===== src/rtl/bounce_counter_pkg.sv =====
// Shared types and helpers for the parametrised up/down/bounce counter.
package bounce_counter_pkg;

  typedef enum logic [1:0] {
    MODE_UP     = 2'd0,
    MODE_DOWN   = 2'd1,
    MODE_BOUNCE = 2'd2,
    MODE_HOLD   = 2'd3
  } cnt_mode_t;

  // Width of the dwell counter: enough to hold DWELL, never narrower than 1 bit.
  function automatic int dwell_width(input int dwell);
    int w;
    w = $clog2(dwell + 1);
    return (w < 1) ? 1 : w;
  endfunction

endpackage


===== src/rtl/bounce_next_state.sv =====
// Combinational next-state logic: given the current count/dir/dwell and the
// limits, computes what the counter becomes on an enabled edge.
module bounce_next_state
  import bounce_counter_pkg::*;
#(
  parameter int WIDTH = 4,
  parameter int DWELL = 1,
  parameter int DW    = dwell_width(DWELL)
) (
  input  logic [WIDTH-1:0] i_count,
  input  logic             i_dir,
  input  logic [DW-1:0]    i_dwell,
  input  cnt_mode_t        i_mode,
  input  logic [WIDTH-1:0] i_lo,
  input  logic [WIDTH-1:0] i_hi,
  output logic [WIDTH-1:0] o_count,
  output logic             o_dir,
  output logic [DW-1:0]    o_dwell,
  output logic             o_turn
);

  logic w_out_of_range;
  logic w_dir_eff;
  logic w_at_ahead;

  assign w_out_of_range = (i_count < i_lo) || (i_count > i_hi);
  assign w_dir_eff      = (i_mode == MODE_UP)   ? 1'b0 :
                          (i_mode == MODE_DOWN) ? 1'b1 : i_dir;
  assign w_at_ahead     = i_dir ? (i_count == i_lo) : (i_count == i_hi);

  always_comb begin
    // NOTE: every output gets a default first so no path can infer a latch.
    o_count = i_count;
    o_dir   = i_dir;
    o_dwell = i_dwell;
    o_turn  = 1'b0;

    if (i_mode != MODE_HOLD) begin
      o_dir   = w_dir_eff;
      o_dwell = '0;
      if (w_out_of_range) begin
        o_count = w_dir_eff ? i_hi : i_lo;
      end else if (i_lo == i_hi) begin
        o_count = i_count;
      end else begin
        case (i_mode)
          MODE_UP: begin
            if (i_count == i_hi) begin
              o_count = i_lo;
              o_turn  = 1'b1;
            end else begin
              o_count = i_count + WIDTH'(1);
            end
          end
          MODE_DOWN: begin
            if (i_count == i_lo) begin
              o_count = i_hi;
              o_turn  = 1'b1;
            end else begin
              o_count = i_count - WIDTH'(1);
            end
          end
          default: begin
            // Bounce: dwell at the endpoint ahead, then reverse and step away.
            if (w_at_ahead && (i_dwell < DW'(DWELL))) begin
              o_count = i_count;
              o_dwell = i_dwell + DW'(1);
            end else if (w_at_ahead) begin
              o_dir   = ~i_dir;
              o_count = i_dir ? (i_count + WIDTH'(1)) : (i_count - WIDTH'(1));
              o_turn  = 1'b1;
            end else begin
              o_count = i_dir ? (i_count - WIDTH'(1)) : (i_count + WIDTH'(1));
            end
          end
        endcase
      end
    end
  end

endmodule


===== src/rtl/bounce_counter_p.sv =====
// Parametrised wrap/bounce/hold counter with runtime limits, endpoint dwell,
// synchronous load and status flags.
module bounce_counter_p
  import bounce_counter_pkg::*;
#(
  parameter int WIDTH = 4,
  parameter int DWELL = 1
) (
  input  logic             clock,
  input  logic             reset,
  input  logic             en,
  input  logic [1:0]       mode,
  input  logic [WIDTH-1:0] lo,
  input  logic [WIDTH-1:0] hi,
  input  logic             load,
  input  logic [WIDTH-1:0] load_val,
  output logic [WIDTH-1:0] count,
  output logic             dir,
  output logic             at_lo,
  output logic             at_hi,
  output logic             turn,
  output logic             cfg_err
);

  localparam int DW = dwell_width(DWELL);

  logic [WIDTH-1:0] r_count;
  logic             r_dir;
  logic [DW-1:0]    r_dwell;
  logic             r_turn;
  cnt_mode_t        r_prev_mode;

  cnt_mode_t        w_mode;
  logic             w_cfg_err;
  logic [DW-1:0]    w_dwell_eff;
  logic [WIDTH-1:0] w_nxt_count;
  logic             w_nxt_dir;
  logic [DW-1:0]    w_nxt_dwell;
  logic             w_nxt_turn;

  assign w_mode    = cnt_mode_t'(mode);
  assign w_cfg_err = (lo > hi);
  // A mode change discards any partially accumulated endpoint dwell.
  assign w_dwell_eff = (w_mode != r_prev_mode) ? '0 : r_dwell;

  bounce_next_state #(
    .WIDTH (WIDTH),
    .DWELL (DWELL),
    .DW    (DW)
  ) u_next (
    .i_count (r_count),
    .i_dir   (r_dir),
    .i_dwell (w_dwell_eff),
    .i_mode  (w_mode),
    .i_lo    (lo),
    .i_hi    (hi),
    .o_count (w_nxt_count),
    .o_dir   (w_nxt_dir),
    .o_dwell (w_nxt_dwell),
    .o_turn  (w_nxt_turn)
  );

  // NOTE: sequential state uses non-blocking assignments so every register
  // samples the pre-edge values regardless of statement order.
  always_ff @(posedge clock or negedge reset) begin
    if (!reset) begin
      r_count     <= '0;
      r_dir       <= 1'b0;
      r_dwell     <= '0;
      r_turn      <= 1'b0;
      r_prev_mode <= MODE_UP;
    end else begin
      r_prev_mode <= w_mode;
      r_turn      <= 1'b0;
      if (load) begin
        r_count <= load_val;
        r_dwell <= '0;
      end else if (w_cfg_err || !en) begin
        r_dwell <= w_dwell_eff;
      end else begin
        r_count <= w_nxt_count;
        r_dir   <= w_nxt_dir;
        r_dwell <= w_nxt_dwell;
        r_turn  <= w_nxt_turn;
      end
    end
  end

  assign count   = r_count;
  assign dir     = r_dir;
  assign turn    = r_turn;
  assign at_lo   = (r_count == lo);
  assign at_hi   = (r_count == hi);
  assign cfg_err = w_cfg_err;

endmodule


===== config.mk =====
export PLATFORM = sky130hd
export DESIGN_NAME = bounce_counter_p
export DESIGN_NICKNAME = d
export VERILOG_FILES = /design/src/rtl/bounce_counter_pkg.sv /design/src/rtl/bounce_next_state.sv /design/src/rtl/bounce_counter_p.sv
export SDC_FILE = /design/constraint.sdc
export NUM_CORES = 1
export LEC_CHECK = 0
export CORE_AREA = 2 2 56 58
export CTS_CLUSTER_SIZE = 14
export DETAILED_ROUTE_END_ITERATION = 6
export DIE_AREA = 0 0 58 60
export HOLD_SLACK_MARGIN = 0.08
export PLACE_DENSITY = 0.7
export SETUP_SLACK_MARGIN = 0.4
export SLEW_MARGIN = 5
export SYNTH_ARGS = -nofsm -noshare
export SYNTH_HDL_FRONTEND = slang
export SYNTH_SLANG_ARGS = --single-unit
export TNS_END_PERCENT = 20

===== constraint.sdc =====
create_clock -name clock -period 2.9 [get_ports clock]
set_clock_uncertainty 0.2 [all_clocks]
set_input_delay 0.725 -clock clock [delete_from_list [all_inputs] [get_ports clock]]
set_output_delay 0.725 -clock clock [all_outputs]
set_load 0.02 [all_outputs]

Yosys cells after proc, flatten, opt, wreduce, memory -nomap -nowiden
Index checks and enable logic that the tools add are counted.
{"block": "totals", "word_cells": 72, "inputBits": 18, "regBits": 9}
{"block": "op_classes", "add_sub_neg": 3, "n_mux": 39, "eq_ne": 9, "bitwise_logic": 3, "order_cmp": 4, "n_reduce_logical": 9}
{"operator": "4-bit 2-to-1 mux", "n": 12}
{"operator": "1-bit 2-to-1 mux", "n": 25}
{"operator": "4-bit equality test", "n": 3}
{"operator": "4-bit > comparator", "n": 2}
{"operator": "4-bit case mux with 2 select lines", "n": 1}
{"operator": "5-bit by 2-bit != test with 1-bit output, second input constant", "n": 1}
{"operator": "4-bit by 1-bit adder with 4-bit output, second input constant", "n": 1}
{"operator": "4-bit less-than comparator", "n": 1}
{"operator": "2-bit != test, second input constant", "n": 2}
{"operator": "4-bit AND reduction", "n": 1}
{"operator": "4-bit by 1-bit subtractor with 4-bit output, second input constant", "n": 1}
{"operator": "3-bit by 2-bit != test with 1-bit output, second input constant", "n": 1}
{"operator": "1-bit NOT", "n": 3}
{"operator": "3-bit AND reduction", "n": 1}
{"operator": "2-bit by 1-bit equality test with 1-bit output, second input constant", "n": 1}
{"operator": "2-bit zero test", "n": 1}
{"operator": "1-bit logical OR", "n": 2}
{"operator": "2-bit != test", "n": 1}
{"operator": "1-bit case mux with 2 select lines", "n": 1}
{"operator": "2-bit nonzero test", "n": 1}
{"operator": "2-bit OR reduction", "n": 1}
{"operator": "1-bit adder, second input constant", "n": 1}
{"operator": "1-bit logical AND", "n": 1}
{"operator": "1-bit zero test", "n": 1}
{"operator": "1-bit less-than comparator, second input constant", "n": 1}

Depth between registers and ports, before layout
Gate-level depths: netlist of the first run.
{"block": "logic_depth", "ltp_word": 11, "ltp_mapped": 9, "mapped_depth_nobuf": 9}

By module
From an unflattened synthesis of the first run, not the netlist that was laid out.
{"block": "hier_totals", "cells_unflattened": 185, "hier_area_um2": 1535.2}
{"module": "bounce_next_state", "area_each_um2": 910.9, "seq_area_each_um2": 0.0, "instances": 1, "cells_each": 131}
{"module": "bounce_counter_p", "area_each_um2": 624.3, "seq_area_each_um2": 225.2, "instances": 1, "cells_each": 54}

Worst setup path before layout of the first run
OpenSTA, ideal clock, no wires.
{"block": "synth_timing", "path_kind": "in2out", "from": "in hi[1]", "to": "out cfg_err", "required_ps": 1975, "path_stages": 6, "slack_ps": 167, "arrival_time_ps": 1808, "n_path_buf": 0, "path_cell_list": "inv_1 ha_1 nor2b_1 o211a_1 o21ai_1 inv_1"}
{"block": "synth_via", "elab_chain_len": 1}
{"element": "from (decl)", "line": "bounce_counter_p.sv:14", "source": "input logic [WIDTH-1:0] hi,"}
{"element": "4-bit > comparator", "line": "bounce_counter_p.sv:42", "source": "assign w_cfg_err = (lo > hi);"}
{"element": "to (decl)", "line": "bounce_counter_p.sv:22", "source": "output logic cfg_err"}
No other way between the ends.

Worst setup path in the final report of the first run
{"block": "layout_timing", "from": "in hi[0]", "to": "reg r_count[1] (netlist: count[1])"}
{"block": "layout_via", "elab_chain_len": 10, "elab_cells_between_ends": 21}
{"element": "4-bit equality test", "line": "bounce_next_state.sv:29, bounce_next_state.sv:48"}
{"element": "1-bit 2-to-1 mux", "line": "bounce_next_state.sv:29", "source": "assign w_at_ahead = i_dir ? (i_count == i_lo) : (i_count == i_hi);"}
{"element": "4-bit 2-to-1 mux", "line": "bounce_next_state.sv:68", "source": "end else if (w_at_ahead) begin"}
{"element": "4-bit 2-to-1 mux", "line": "bounce_next_state.sv:65", "source": "if (w_at_ahead && (i_dwell < DW'(DWELL))) begin"}
{"element": "4-bit case mux with 2 select lines", "line": "bounce_next_state.sv:46", "source": "case (i_mode)"}
{"element": "4-bit 2-to-1 mux", "line": "bounce_next_state.sv:43", "source": "end else if (i_lo == i_hi) begin"}
{"element": "4-bit 2-to-1 mux", "line": "bounce_next_state.sv:41", "source": "if (w_out_of_range) begin"}
{"element": "4-bit 2-to-1 mux", "line": "bounce_next_state.sv:38", "source": "if (i_mode != MODE_HOLD) begin"}
{"element": "4-bit 2-to-1 mux", "line": "bounce_counter_p.sv:78", "source": "end else if (w_cfg_err || !en) begin"}
{"element": "4-bit 2-to-1 mux", "line": "bounce_counter_p.sv:75", "source": "if (load) begin"}
{"element": "to (signal assigned)", "line": "bounce_counter_p.sv:76", "source": "r_count <= load_val;"}
{"element": "to (signal assigned)", "line": "bounce_counter_p.sv:81", "source": "r_count <= w_nxt_count;"}
{"element": "to (decl)", "line": "bounce_counter_p.sv:27", "source": "logic [WIDTH-1:0] r_count;"}
Parallel ways exist; a longest one is shown, timed or not. The select of a mux whose other input is x is not followed.
A chain may end at the register's enable or synchronous reset.

==> results of run 1 <==
per-stage QoR:
stage | setup WS, ns | TNS (ns)
after global routing | -0.0257 | -0.0257
after CTS | 0.175 | 0
after global placement | -0.694 | -4.13
after detailed placement | -0.706 | -4.52
final | 0.0321 | 0
after floorplan | 0.281 | 0
routing by layer:
| metal | vias up | share of wire [%] |
|---|---|---|
| met3 | 18 | 7.0 |
| met4 | 0 | 2.9 |
| met1 | 751 | 39 |
| li1 | 709 | - |
| met2 | 81 | 51 |
| met5 | - | 0 |
power by group:
part	switching (µW)	internal (µW)
sequential	31.6	139
combinational	333	316
clock	39.4	52.7
placed cells by master, fill, tap and decap left out, types with 2 or more instances in the layout:
cell type	n
mux2i_1	6
buf_2	2
nor3_2	2
nand3_1	2
o21ai_0	12
a21oi_1	9
clkbuf_4	3
xor2_1	4
o221ai_1	2
a21o_1	2
o211a_1	2
nand2_1	17
nor3_1	3
nor2b_1	2
clkdlybuf4s15_2	3
xnor2_1	3
nor3_4	2
a31oi_1	3
ha_1	4
inv_1	8
dfrtp_1	9
clkdlybuf4s50_1	15
ha_4	10
nand4_1	2
o211ai_1	2
nor2_1	11
a221o_1	2
inv_4	2
o21a_2	2
buf_4	36
inv_2	5
mux2i_4	2
buf_6	12
cell type report:
class | count | area, µm²
well taps | 33 | 41.3
clock buffers | 4 | 26.3
fillers | 208 | 790
multi-input cells | 125 | 1120
flip-flops and latches | 9 | 225
repair buffers | 69 | 614
inverters | 17 | 81.3
cells by family (layout without fill, tap and decap cells):
kind of cell,count (synthesis),after routing,share of synthesized area (%)
AND/OR/NAND/NOR,47,47,19.3
XOR/XNOR,7,7,4.97
adder cells (fa/ha/maj),14,14,14.2
multiplexers,8,8,6.80
AO/OA/AOI/OAI,49,49,27.8
flip-flops,9,9,18.3
buffers and inverters,24,90,8.72
how the worst min path moves through the flow:
stage | end | slack (ns) | cells after the start | startpoint
2_1_floorplan | count[0] | 0.23 | 0 | reset
3_3_place_gp | dir | 0.52 | 1 | dir
3_5_place_dp | dir | 0.53 | 1 | dir
4_1_cts | turn | 0.56 | 1 | reset
5_1_grt | turn | 0.59 | 1 | reset
6_report | count[2] | 0.56 | 1 | reset
repair_timing:
action	in CTS	in global routing
setup buffers	11	1
setup endpoints to repair	10	12
resized for setup	85	9
pin swaps	16	5
registers in the layout, summed over array words and instances, names as in the netlist:
| signal | flops |
|---|---|
| r_dwell | 1 |
| count | 4 |
| turn | 1 |
| r_prev_mode | 2 |
| dir | 1 |
==> flow_summary_export.csv, run 1 <==
group,metric,value,unit
status,status,"finished, final reports clean",
logic_synthesis,yosysWarningCount,0,
placed_design,gp_congestion,0.974,
power,total_power,912,µW
grt,antenna_found_initial,0,
drt,drt-initial-drc-count,82,
worst_setup_path,worstPathRequired,2.84,ns
clock_tree,clockBufferDepth,2,
power,p_leak,0.000940,µW
drt,ant_nets,0,
grt,busiest_layer,"met2",
logic_synthesis,post-synth-top-count-cell,"nand2_1",
sta,setup_viol,0,
logic_synthesis,yosys-top-cells-count,"nand2_1 (17), inv_1 (16), ha_1 (14)",
logic_synthesis,synth.distinct_cells,42,
drt,num_vias,1559,
min_path,hold_path_class,"input pin to asynchronous set/reset pin",
grt,first_global_vias,1555,
grt,grt_pass1_wl,7110,µm
sta,worst_pin_slew,0.592,ns
logic_synthesis,synth-edff-count,0,
finish,final_cell_area,2110,µm²
grt,gr-total-overflow,0,
floorplanning,dieHeight,60,µm
worst_setup_path,rrSetupSlack,0.15,ns
grt,met2_usage,50.3,%
finish,drive_above_1_share,42.0,%
sta,max_freq,349,MHz
worst_setup_path,worstPathArrival,2.81,ns
floorplanning,die_x,58,µm
grt,grt_max_degree,13,
clock_tree,hold_buffers,0,
logic_synthesis,netlist_instances,158,
worst_setup_path,critPathCapture,"count[1]",
sta,fin_crit_sh,98.9,%
sta,final_max_slew_viol_count,0,
worst_setup_path,path_class,"input pin to flop",
sta,finalHoldViolations,0,
worst_setup_path,cpMaxStageDelayCell,"a221o_1",
worst_setup_path,r2r_end,"count[1]",
logic_synthesis,synth_area_per_cell,7.81,µm²
placed_design,portBuffers,26,
drt,wire_per_inst,18.1,µm
sta,grt_setup_unrepaired,"yes",
floorplanning,ios,27,
drt,wl,4660,µm
finish,areaGrowthSynthToFinish,71.3,%
power,peakVddDrop,432,µV
clock_tree,cts_buffers,3,
clock_tree,cts_tree,"done",
logic_synthesis,syn_area,1230,µm²
placed_design,dp.cells,241,
worst_setup_path,critical_path.top_delay_family,"compound AO/OA/AOI/OAI gates",
drt,vias_per_cell,6.07,
logic_synthesis,ys_async_sr_fraction,100,%
power,power_density,432,nW/µm²
drt,first_pass_iters,5,
clock_tree,cts.htree.levels,1,
clock_tree,clock_latency,0.25,ns
clock_tree,clkSinkCount,9,
floorplanning,die_area,3480,µm²
logic_synthesis,ys.flop_type,"dfrtp_1",
grt,grt_usage,27.1,%
worst_setup_path,cp-startpoint,"hi[0]",
worst_setup_path,worst-path-buf-inv,3,
placed_design,dpl_cell_area,1750,µm²
grt,use_met3,1.95,%
worst_setup_path,cp_slowest_stage_delay,0.35,ns
logic_synthesis,ys_seq_area_share,18.3,%
floorplanning,core,2900,µm²
worst_setup_path,reg2regPathDepth,8,
worst_setup_path,critical_path_depth,9,
logic_synthesis,synth.area.top_cells,"dfrtp_1 (18%), ha_1 (14%), mux2i_1 (5.7%)",
clock_tree,root_buffer,"clkbuf_4",
placed_design,dp_hpwl,3210,µm
finish,final_cells,257,
floorplanning,core.rowCount,20,
worst_setup_path,end_kind,"flop",
flow_run,drv_cap,0,
finish,fin_util,72.8,%
logic_synthesis,synth_top_area_share,18.3,%
logic_synthesis,postSynthNetCount,190,
worst_setup_path,crit_path_start_kind,"input pin",
finish,final_nets,257,
finish,n_antenna_cell,0,
worst_setup_path,worst-path-max-fanout,10,
clock_tree,clkTransAtPathRegs,0.06,ns
grt,gr-usage-met1,32.8,%
logic_synthesis,ys_seq_elements,9,
sta,post-route-min-period,2.87,ns
sta,slew-limit-headroom,60.4,%
drt,drc,0,
logic_synthesis,yosys.area.top_type,"dfrtp_1",
floorplanning,initial_utilization,42.5,%
sta,timing.hold.ws,0.556,ns
worst_setup_path,cp_cell_sequence,"clkdlybuf4s15_2 -> ha_1 -> nand4_1 -> buf_4 -> buf_4 -> o21a_4 -> o21ai_0 -> o21ai_0 -> a221o_1",
worst_setup_path,r2r-start,"count[3]",
(Power assumes the default switching activity.)
==> run 2, diff against run 1 <==
--- a/config.mk
+++ b/config.mk
@@ -5,12 +5,14 @@
 export SDC_FILE = /design/constraint.sdc
 export NUM_CORES = 1
 export LEC_CHECK = 0
-export CORE_AREA = 2 2 56 58
-export CTS_CLUSTER_SIZE = 14
+export CELL_PAD_IN_SITES_DETAIL_PLACEMENT = 1
+export CELL_PAD_IN_SITES_GLOBAL_PLACEMENT = 1
+export CORE_AREA = 2 2 51 76
+export CTS_CLUSTER_SIZE = 40
 export DETAILED_ROUTE_END_ITERATION = 6
-export DIE_AREA = 0 0 58 60
+export DIE_AREA = 0 0 53 78
 export HOLD_SLACK_MARGIN = 0.08
-export PLACE_DENSITY = 0.7
+export PLACE_DENSITY_LB_ADDON = 0.1
 export SETUP_SLACK_MARGIN = 0.4
 export SLEW_MARGIN = 5
 export SYNTH_ARGS = -nofsm -noshare
==> run 2 against run 1 <==
Critical path depth rose by 2. Sequential power barely moved. Fmax rose by 3.5%. Highest routed layer unchanged. Final cell count rose by 5.1%. Final area rose by 1.4%. Count of clock-buffer cells in the layout did not move. Register-to-register slack improved by 0.08 ns. Largest power group unchanged. Wire length rose by 22%.
==> flow_summary_export.csv, run 2 (synthesized netlist as in run 1, its figures left out) <==
group,metric,value,unit
drt,vias_per_cell,5.86,
drt,wl,5680,µm
power,peakVddDrop,386,µV
power,total_power,972,µW
finish,fillers,397,
clock_tree,hold_buffers,0,
grt,antenna_found_initial,0,
placed_design,portBuffers,26,
floorplanning,initial_utilization,36.1,%
floorplanning,dieHeight,78,µm
flow_run,drv_cap,0,
drt,ant_nets,0,
sta,post-route-min-period,2.77,ns
finish,drive_above_1_share,41.7,%
clock_tree,root_buffer,"clkbuf_8",
drt,wire_per_inst,21.0,µm
power,power_density,454,nW/µm²
clock_tree,clock_latency,0.23,ns
grt,gr-total-overflow,0,
finish,n_antenna_cell,0,
sta,final_max_slew_viol_count,0,
drt,num_vias,1583,
status,status,"finished, final reports clean",
worst_setup_path,crit_path_start_kind,"input pin",
grt,grt_max_degree,12,
placed_design,gp_congestion,0.876,
sta,grt_setup_unrepaired,"yes",
finish,final_common_cell,"buf_4",
sta,setup_viol,0,
floorplanning,die_x,53,µm
finish,largest_reg_flops,4,
sta,slew-limit-headroom,70.5,%
floorplanning,core,3420,µm²
finish,final_nets,261,
worst_setup_path,worst-path-max-fanout,3,
drt,first_pass_iters,4,
grt,grt_pass1_wl,7740,µm
sta,worst_pin_slew,0.442,ns
placed_design,dp_hpwl,3790,µm
worst_setup_path,end_kind,"flop",
clock_tree,cts_tree,"done",
sta,timing.hold.ws,0.601,ns
grt,first_global_vias,1561,
clock_tree,clkTransAtPathRegs,0.04,ns
finish,areaGrowthSynthToFinish,73.7,%
floorplanning,ios,27,
sta,max_freq,361,MHz
clock_tree,clockBufferDepth,2,
sta,fin_crit_sh,95.5,%
clock_tree,cts_buffers,3,
worst_setup_path,worstPathArrival,2.68,ns
sta,finalHoldViolations,0,
drt,drc,0,
worst_setup_path,path_class,"input pin to flop",
grt,grt_usage,25.8,%
clock_tree,cts.htree.levels,1,
min_path,hold_path_class,"input pin to asynchronous set/reset pin",
floorplanning,die_area,4130,µm²
power,p_leak,0.000964,µW
floorplanning,core.rowCount,26,
clock_tree,clkSinkCount,9,
finish,final_cell_mix,"buf_4 (41), nand2_1 (17), clkdlybuf4s50_1 (14), o21ai_0 (12)",
worst_setup_path,worstPathRequired,2.81,ns
drt,drt-initial-drc-count,59,
run 2: changes by cell type in the layout (fill, tap and decap cells not counted), moves of 2 or more:
cell	previous run	this run
clkbuf_8	0	3
o21a_2	2	0
o21a_1	0	2
buf_4	36	41
buf_2	2	6
buf_6	12	9
clkbuf_4	3	0
nor3_4	2	0
nor3_1	3	5
clkdlybuf4s15_2	3	0
run 2: layout make-up:
cell class                      instances  area (µm²)  share of cell area, %
Tap cell                               42        52.6                   2.45
Clock buffer                            4        45.0                   2.10
Timing Repair Buffer                   73         618                   28.8
Multi-Input combinational cell        125        1120                   52.4
Inverter                               17        78.8                   3.68
Sequential cell                         9         225                   10.5
run 2: timing repair:
action                                  CTS  global route
endpoints found under the setup margin   10            11
buffers inserted                          6             7
pin swaps                                14             4
gates resized for setup                  83             6
run 2: metrics by stage:
step           cells  setup TNS (ns)  util (%)  area (µm²)  setup slack, ns
2_1_floorplan    158               0         -        1250            0.281
3_3_place_gp     253           -4.95      52.2        1780           -0.673
6_report         270               0      62.7        2140            0.130
3_5_place_dp     253           -5.48      52.2        1780           -0.690
5_1_grt          270               0      62.7        2140            0.106
4_1_cts          263               0      60.4        2060            0.211
run 2: critical path: stages:
cell      delay [ns]
buf_8           0.08
inv_6           0.03
buf_6           0.11
ha_4            0.27
nand4_1         0.15
buf_4           0.20
mux2i_4         0.26
xor2_1          0.13
o221ai_1        0.21
o21ai_0         0.15
a221o_1         0.35
run 2: layer usage:
metal / vias to the layer above / wire (µm) / global-route usage, %
li1: 718 / - / -
met1: 771 / 2100 / 27.7
met2: 69 / 3080 / 47.9
met3: 25 / 225 / 1.73
met4: 0 / 263 / 12.6
met5: - / 0 / 0
run 2: report_power, final:
group / switching, µW / leakage [µW] / total [µW] / internal [µW]
clock: 46.7 / 0.0000228 / 142 / 95.5
sequential: 33.5 / 0.000107 / 172 / 139
combinational: 341 / 0.000834 / 658 / 317
total: 421 / 0.000964 / 972 / 551
run 2: worst paths after layout:
| path | startpoint | endpoint | slack, ns | cells after the start |
|---|---|---|---|---|
| max in group asynchronous | reset | turn | 1.60 | 1 |
| hold / removal | reset | count[0] | 0.60 | 1 |
| min in group clock | dir | dir | 0.64 | 1 |
| setup reg to reg | count[1] | count[1] | 0.23 | 8 |
| setup / recovery | hi[1] | count[1] | 0.13 | 11 |
| hold reg to reg | dir | dir | 0.64 | 1 |
